<file path="config.mk">
export PLATFORM = sky130hd
export DESIGN_NAME = shift_right_seq_flat
export DESIGN_NICKNAME = d
export VERILOG_FILES = /design/src/rtl/mips_shift_pkg.sv /design/src/rtl/shift_right_seq_if.sv /design/src/rtl/shift_right_step.sv /design/src/rtl/shift_right_seq.sv /design/src/flat_wrapper.sv
export SDC_FILE = /design/constraint.sdc
export NUM_CORES = 1
export LEC_CHECK = 0
export ABC_CLOCK_PERIOD_IN_PS = 3250
export CORE_ASPECT_RATIO = 0.8
export CORE_MARGIN = 5
export CORE_UTILIZATION = 57
export CTS_BUF_LIST = sky130_fd_sc_hd__clkbuf_2 sky130_fd_sc_hd__clkbuf_4 sky130_fd_sc_hd__clkbuf_8
export DETAILED_ROUTE_END_ITERATION = 10
export PLACE_DENSITY = 0.88
export SLEW_MARGIN = 10
export SYNTH_ARGS = -nofsm -noshare
export SYNTH_HDL_FRONTEND = slang
export SYNTH_HIERARCHICAL = 1
export SYNTH_SLANG_ARGS = --single-unit
</file>
<file path="constraint.sdc">
create_clock -name clk -period 3.25 [get_ports clk]
set_input_delay 0.65 -clock clk [delete_from_list [all_inputs] [get_ports clk]]
set_output_delay 0.65 -clock clk [all_outputs]
set_load 0.01 [all_outputs]
</file>
<file path="src/rtl/mips_shift_pkg.sv">
// Shared definitions for the multi-cycle MIPS shifters: FSM encoding,
// default widths and the fast-mode step size.
package mips_shift_pkg;

  localparam int DATA_WIDTH_DEF  = 32;
  localparam int SHAMT_WIDTH_DEF = 5;
  localparam int FAST_STEP       = 4;

  typedef enum logic [1:0] {
    IDLE  = 2'd0,
    SHIFT = 2'd1,
    DONE  = 2'd2
  } state_t;

endpackage

</file>
<file path="src/rtl/shift_right_seq_if.sv">
// Request/result bundle between the control unit and the right shifter.
interface shift_right_seq_if #(
  parameter int DATA_WIDTH  = 32,
  parameter int SHAMT_WIDTH = 5
);
  logic                   start_i;
  logic                   arith_i;
  logic [DATA_WIDTH-1:0]  data_i;
  logic [SHAMT_WIDTH-1:0] shamt_i;
  logic                   busy_o;
  logic                   done_o;
  logic [DATA_WIDTH-1:0]  data_o;

  modport master (
    output start_i, arith_i, data_i, shamt_i,
    input  busy_o, done_o, data_o
  );

  modport slave (
    input  start_i, arith_i, data_i, shamt_i,
    output busy_o, done_o, data_o
  );
endinterface

</file>
<file path="src/rtl/shift_right_step.sv">
// One combinational right-shift step by 1 or FAST_STEP positions; the fill
// bit is the current MSB in arithmetic mode and zero otherwise.
module shift_right_step
  import mips_shift_pkg::*;
#(
  parameter int DATA_WIDTH = DATA_WIDTH_DEF
) (
  input  logic [DATA_WIDTH-1:0] i_value,
  input  logic                  i_mode,
  input  logic [2:0]            i_step,
  output logic [DATA_WIDTH-1:0] o_value
);

  logic w_fill;

  assign w_fill = i_mode & i_value[DATA_WIDTH-1];

  always_comb begin
    if (i_step == 3'(FAST_STEP)) begin
      o_value = {{FAST_STEP{w_fill}}, i_value[DATA_WIDTH-1:FAST_STEP]};
    end else begin
      o_value = {w_fill, i_value[DATA_WIDTH-1:1]};
    end
  end

endmodule

</file>
<file path="src/rtl/shift_right_seq.sv">
// Multi-cycle right shifter (SRL/SRA/SRLV/SRAV) with start/busy/done handshake.
// Define SHIFT_RIGHT_FAST4_EN to take 4-bit steps while the count allows it.
module shift_right_seq
  import mips_shift_pkg::*;
#(
  parameter int DATA_WIDTH  = DATA_WIDTH_DEF,
  parameter int SHAMT_WIDTH = SHAMT_WIDTH_DEF
) (
  input  logic               clk,
  input  logic               reset,
  shift_right_seq_if.slave   bus
);

  state_t                 r_state;
  logic [DATA_WIDTH-1:0]  r_work;
  logic [SHAMT_WIDTH-1:0] r_count;
  logic                   r_mode;
  logic                   r_busy;
  logic                   r_done;
  logic [DATA_WIDTH-1:0]  r_data;

  logic                   w_use4;
  logic [2:0]             w_step;
  logic [SHAMT_WIDTH-1:0] w_dec;
  logic [DATA_WIDTH-1:0]  w_next;

`ifdef SHIFT_RIGHT_FAST4_EN
  assign w_use4 = (r_count >= SHAMT_WIDTH'(FAST_STEP));
`else
  assign w_use4 = 1'b0;
`endif

  // The decrement always matches the step taken, so the count lands exactly on zero.
  assign w_step = w_use4 ? 3'(FAST_STEP) : 3'd1;
  assign w_dec  = w_use4 ? SHAMT_WIDTH'(FAST_STEP) : SHAMT_WIDTH'(1);

  shift_right_step #(
    .DATA_WIDTH (DATA_WIDTH)
  ) u_step (
    .i_value (r_work),
    .i_mode  (r_mode),
    .i_step  (w_step),
    .o_value (w_next)
  );

  always_ff @(posedge clk) begin
    if (!reset) begin
      r_state <= IDLE;
      r_work  <= '0;
      r_count <= '0;
      r_mode  <= 1'b0;
      r_busy  <= 1'b0;
      r_done  <= 1'b0;
      r_data  <= '0;
    end else begin
      case (r_state)
        IDLE: begin
          r_done <= 1'b0;
          if (bus.start_i) begin
            r_work  <= bus.data_i;
            r_count <= bus.shamt_i;
            r_mode  <= bus.arith_i;
            r_busy  <= 1'b1;
            r_state <= SHIFT;
          end
        end
        SHIFT: begin
          if (r_count == '0) begin
            r_data  <= r_work;
            r_done  <= 1'b1;
            r_state <= DONE;
          end else begin
            r_work  <= w_next;
            r_count <= r_count - w_dec;
          end
        end
        DONE: begin
          r_done  <= 1'b0;
          r_busy  <= 1'b0;
          r_state <= IDLE;
        end
        default: begin
          r_done  <= 1'b0;
          r_busy  <= 1'b0;
          r_state <= IDLE;
        end
      endcase
    end
  end

  assign bus.busy_o = r_busy;
  assign bus.done_o = r_done;
  assign bus.data_o = r_data;

endmodule

</file>
<file path="src/flat_wrapper.sv">
// flat-port wrapper written by rule: the top's interface ports become plain ports
module shift_right_seq_flat import mips_shift_pkg::*;
#(
  parameter int DATA_WIDTH  = DATA_WIDTH_DEF,
  parameter int SHAMT_WIDTH = SHAMT_WIDTH_DEF
)
  (clk, reset, bus_start_i, bus_arith_i, bus_data_i, bus_shamt_i, bus_busy_o, bus_done_o, bus_data_o);
  shift_right_seq_if #(.DATA_WIDTH(DATA_WIDTH), .SHAMT_WIDTH(SHAMT_WIDTH)) bus_i ();
  input  logic clk;
  input  logic reset;
  input wire logic [$bits(bus_i.start_i)-1:0] bus_start_i;
  input wire logic [$bits(bus_i.arith_i)-1:0] bus_arith_i;
  input wire logic [$bits(bus_i.data_i)-1:0] bus_data_i;
  input wire logic [$bits(bus_i.shamt_i)-1:0] bus_shamt_i;
  output wire logic [$bits(bus_i.busy_o)-1:0] bus_busy_o;
  output wire logic [$bits(bus_i.done_o)-1:0] bus_done_o;
  output wire logic [$bits(bus_i.data_o)-1:0] bus_data_o;
  assign bus_i.start_i = bus_start_i;
  assign bus_i.arith_i = bus_arith_i;
  assign bus_i.data_i = bus_data_i;
  assign bus_i.shamt_i = bus_shamt_i;
  assign bus_busy_o = bus_i.busy_o;
  assign bus_done_o = bus_i.done_o;
  assign bus_data_o = bus_i.data_o;
  shift_right_seq #(.DATA_WIDTH(DATA_WIDTH), .SHAMT_WIDTH(SHAMT_WIDTH)) u_core (.clk(clk), .reset(reset), .bus(bus_i));
endmodule
</file>
==> run metrics <==
synthesized flop and latch total=74; Pwr Total=2.57 mW; Worst Path Required=3510 ps; Worst slew margin=58.7%; max-slew violation count=0; YS warnings=6; Avg Inst Size Synth=8.53 um^2; Global Route Usage Sum=21.9%; Fin. Hold Viols=0; post-CTS setup buffers=0; sequential-to-total area share from yosys stat=41.8%; area delta synth->final=26.5%; initial antenna violation count=0; vias=3094; Sum Neg Setup Slack=0 ps; vias per cell=5.53; worst-skew pair later-pin latency=350 ps; share of cells above drive strength 1=11.5%; die area=7910 um^2; Reg clk slew, reported paths=70 ps; core area=5970 um^2; global-route wire length before repair=13900 um; CTS tree=built; crit path kind=reg -> reg; R2R cell count=7; post-synth cell types=40; Worst EP arrival=2600 ps; largest net degree at the start of global routing=74; die height=80.6 um; number of synthesized flops with an enable pin=0; DRC errors left=0; Clock Skew=7.42 ps; worst vdd ir=0.417 mV; Initial Util=59.4%; routed length per instance=15.0 um; maxcap violations=0; largest fanout on the critical path=21; Setup crit end kind=flop; Final GP Congestion=0.810; H-tree depth=3; row count=25; PostCTS Resize Cnt=0; Slew @ Worst Pin=619 ps; Tcrit/Tclk final=71.8%; Final min period=2330 ps; worst reg2reg path startpoint=u_core/r_count[0]$_SDFFE_PN0P_; Mapped Cells=416; Power Dens Cells=572 nW/um^2; ANT nets after route=0; # IOs=75; Worst setup SP type=flop; Crit-path slowest cell=and2_0; # nets final=516; RSZ-0062 raised after global routing=no; FFs w/ async S/R, synth=0%; Leakage=1.90 nW; CTS Sinks=74; Primary FF master, synth=dfxtp_1; fmax=429 MHz; dpl hpwl=5710 um; Die W=98.2 um; Inserted Clock Buffers=9; vias in the first global route=2971; First DRT Iteration DRCs=220; Post-Syn Area=3550 um^2; drt first pass iters=5; CTS root buf=clkbuf_8; worst hold path type=reg -> reg; status=completed; critical path, cell by cell=inv_1, ha_1, nor4b_4, and2_0, buf_4, nand2_1, a21boi_0; total congestion overflow=0; total detailed-routing wirelength=8380 um; final setup violation count=0; Clock Tree Buf Depth=2; r2r setup slk=920 ps; Setup crit end=u_core/bus.data_o[3]$_SDFFE_PN0P_; Crit Reg-Reg Endpoint=u_core/bus.data_o[3]$_SDFFE_PN0P_; I/O Buffers=74; slowest cell delay on critical path=590 ps; critical path startpoint=u_core/r_count[0]$_SDFFE_PN0P_; cts hold-fix bufs=0; diode count=0
-- cells in the mapped netlist (2+ instances only) --
| master | instances | area share, % |
|---|---|---|
| dfxtp_1 | 74 | 42 |
| buf_2 | 10 | 1.4 |
| nor2_1 | 10 | 1.1 |
| o21ai_0 | 3 | 0.42 |
| nor3b_1 | 3 | 0.63 |
| mux2_2 | 28 | 8.9 |
| inv_1 | 5 | 0.53 |
| buf_6 | 3 | 0.95 |
| nand3_1 | 27 | 3.8 |
| nand2_1 | 133 | 14 |
| buf_4 | 5 | 1.1 |
| a311oi_1 | 5 | 1.2 |
| clkbuf_1 | 15 | 1.6 |
| a21boi_1 | 4 | 0.85 |
| o211a_1 | 28 | 7.9 |
| nor2b_1 | 2 | 0.35 |
| conb_1 | 2 | 0.21 |
| a21boi_0 | 30 | 6.3 |
| and2_1 | 3 | 0.53 |
| mux2_1 | 2 | 0.63 |
| a21oi_1 | 5 | 0.71 |
-- area by class of cell --
type                            instances  area, um^2
Clock buffer                           11         145
Clock inverter                          5        77.6
Fill cell                             440        1490
Inverter                                6        22.5
Multi-Input combinational cell        303        1870
Sequential cell                        74        1480
Tap cell                               81         101
Timing Repair Buffer                   80         793
-- power breakdown --
part	internal, mW	leakage, nW	switching, mW
Clock	0.459	0.113	0.331
Sequential	1.02	0.607	0.114
Combinational	0.314	1.18	0.328
-- cell usage in the layout (no fill, tap or decap), drive strengths merged --
master | synthesis | routed
nand2 | 133 | 133
dfxtp | 74 | 74
clkdlybuf4s50 | 0 | 73
a21boi | 34 | 34
mux2 | 30 | 30
o211a | 28 | 28
nand3 | 27 | 27
clkbuf | 16 | 11
nor2 | 10 | 10
buf | 18 | 7
inv | 5 | 5
a311oi | 5 | 5
a21oi | 5 | 5
and2 | 4 | 4
o21ai | 4 | 4
nor3b | 4 | 4
conb | 2 | 3
clkinv | 1 | 3
bufinv | 0 | 2
a211oi | 2 | 2
nor2b | 2 | 2
clkinvlp | 0 | 1
nor4b | 1 | 1
nand2b | 1 | 1
or3 | 1 | 1
nor3 | 1 | 1
o21bai | 1 | 1
nor4bb | 1 | 1
a32o | 1 | 1
a221oi | 1 | 1
and3 | 1 | 1
o22ai | 1 | 1
mux2i | 1 | 1
ha | 1 | 1
-- through the flow --
step / utilization [%] / hold slack, ps / worst slack (ps) / instance area (um^2) / std cells
5_1_grt: 75.1 / 490 / 676 / 4490 / 560
6_report: 75.1 / 461 / 918 / 4490 / 560
3_3_place_gp: 71.4 / 444 / 923 / 4270 / 544
4_1_cts: 75.1 / 463 / 900 / 4490 / 560
2_1_floorplan: - / 441 / 1640 / 3550 / 417
3_5_place_dp: 71.4 / 449 / 893 / 4270 / 544
-- how the worst min path moves through the flow --
| stage | startpoint | endpoint | slack, ps | cells past startpoint |
|---|---|---|---|---|
| detailed placement | u_core/bus.data_o[30]$_SDFFE_PN0P_ | u_core/bus.data_o[30]$_SDFFE_PN0P_ | 450 | 2 |
| global placement | u_core/bus.data_o[2]$_SDFFE_PN0P_ | u_core/bus.data_o[2]$_SDFFE_PN0P_ | 440 | 2 |
| floorplan | u_core/r_work[0]$_SDFFE_PN0P_ | u_core/bus.data_o[0]$_SDFFE_PN0P_ | 440 | 2 |
| finish | u_core/bus.data_o[30]$_SDFFE_PN0P_ | u_core/bus.data_o[30]$_SDFFE_PN0P_ | 460 | 2 |
| global route | u_core/bus.data_o[19]$_SDFFE_PN0P_ | u_core/bus.data_o[19]$_SDFFE_PN0P_ | 490 | 2 |
| CTS | u_core/bus.data_o[30]$_SDFFE_PN0P_ | u_core/bus.data_o[30]$_SDFFE_PN0P_ | 460 | 2 |
-- worst max-delay path, delay by kind of cell (launching register included) --
| family | cells | cell delay (ps) |
|---|---|---|
| fa+ha+maj | 1 | 210 |
| buf+inv | 2 | 450 |
| compound gates | 1 | 200 |
| flops | 1 | 310 |
| simple gates | 3 | 1070 |
-- logic make-up (layout without fill, tap and decap cells) --
kind of cell,Yosys count,in the layout,share of synthesized area (%)
AO/OA/AOI/OAI,82,82,19.3
buffers and inverters,40,102,5.78
multiplexers,31,31,9.81
adder cells (fa/ha/maj),1,1,0.353
AND/OR/NAND/NOR,186,186,22.8
other,2,3,0.212
flip-flops,74,74,41.8
-- registers in the layout, indices dropped and copies added, names as in the netlist --
register and flops:
u_core/r_mode 1, u_core/r_work 32, u_core/bus.data_o 32, u_core/bus.busy_o 1
u_core/r_count 5, u_core/bus.done_o 1, u_core/r_state 2
-- layer usage --
metal,track usage [%],vias to the layer above,wire length (um)
met5,0,-,0
met4,8.73,0,166
met3,7.29,17,549
met2,34.9,114,3880
met1,27.6,1435,3780
li1,-,1528,-
Note: power is estimated with default switching activity, not from simulation.
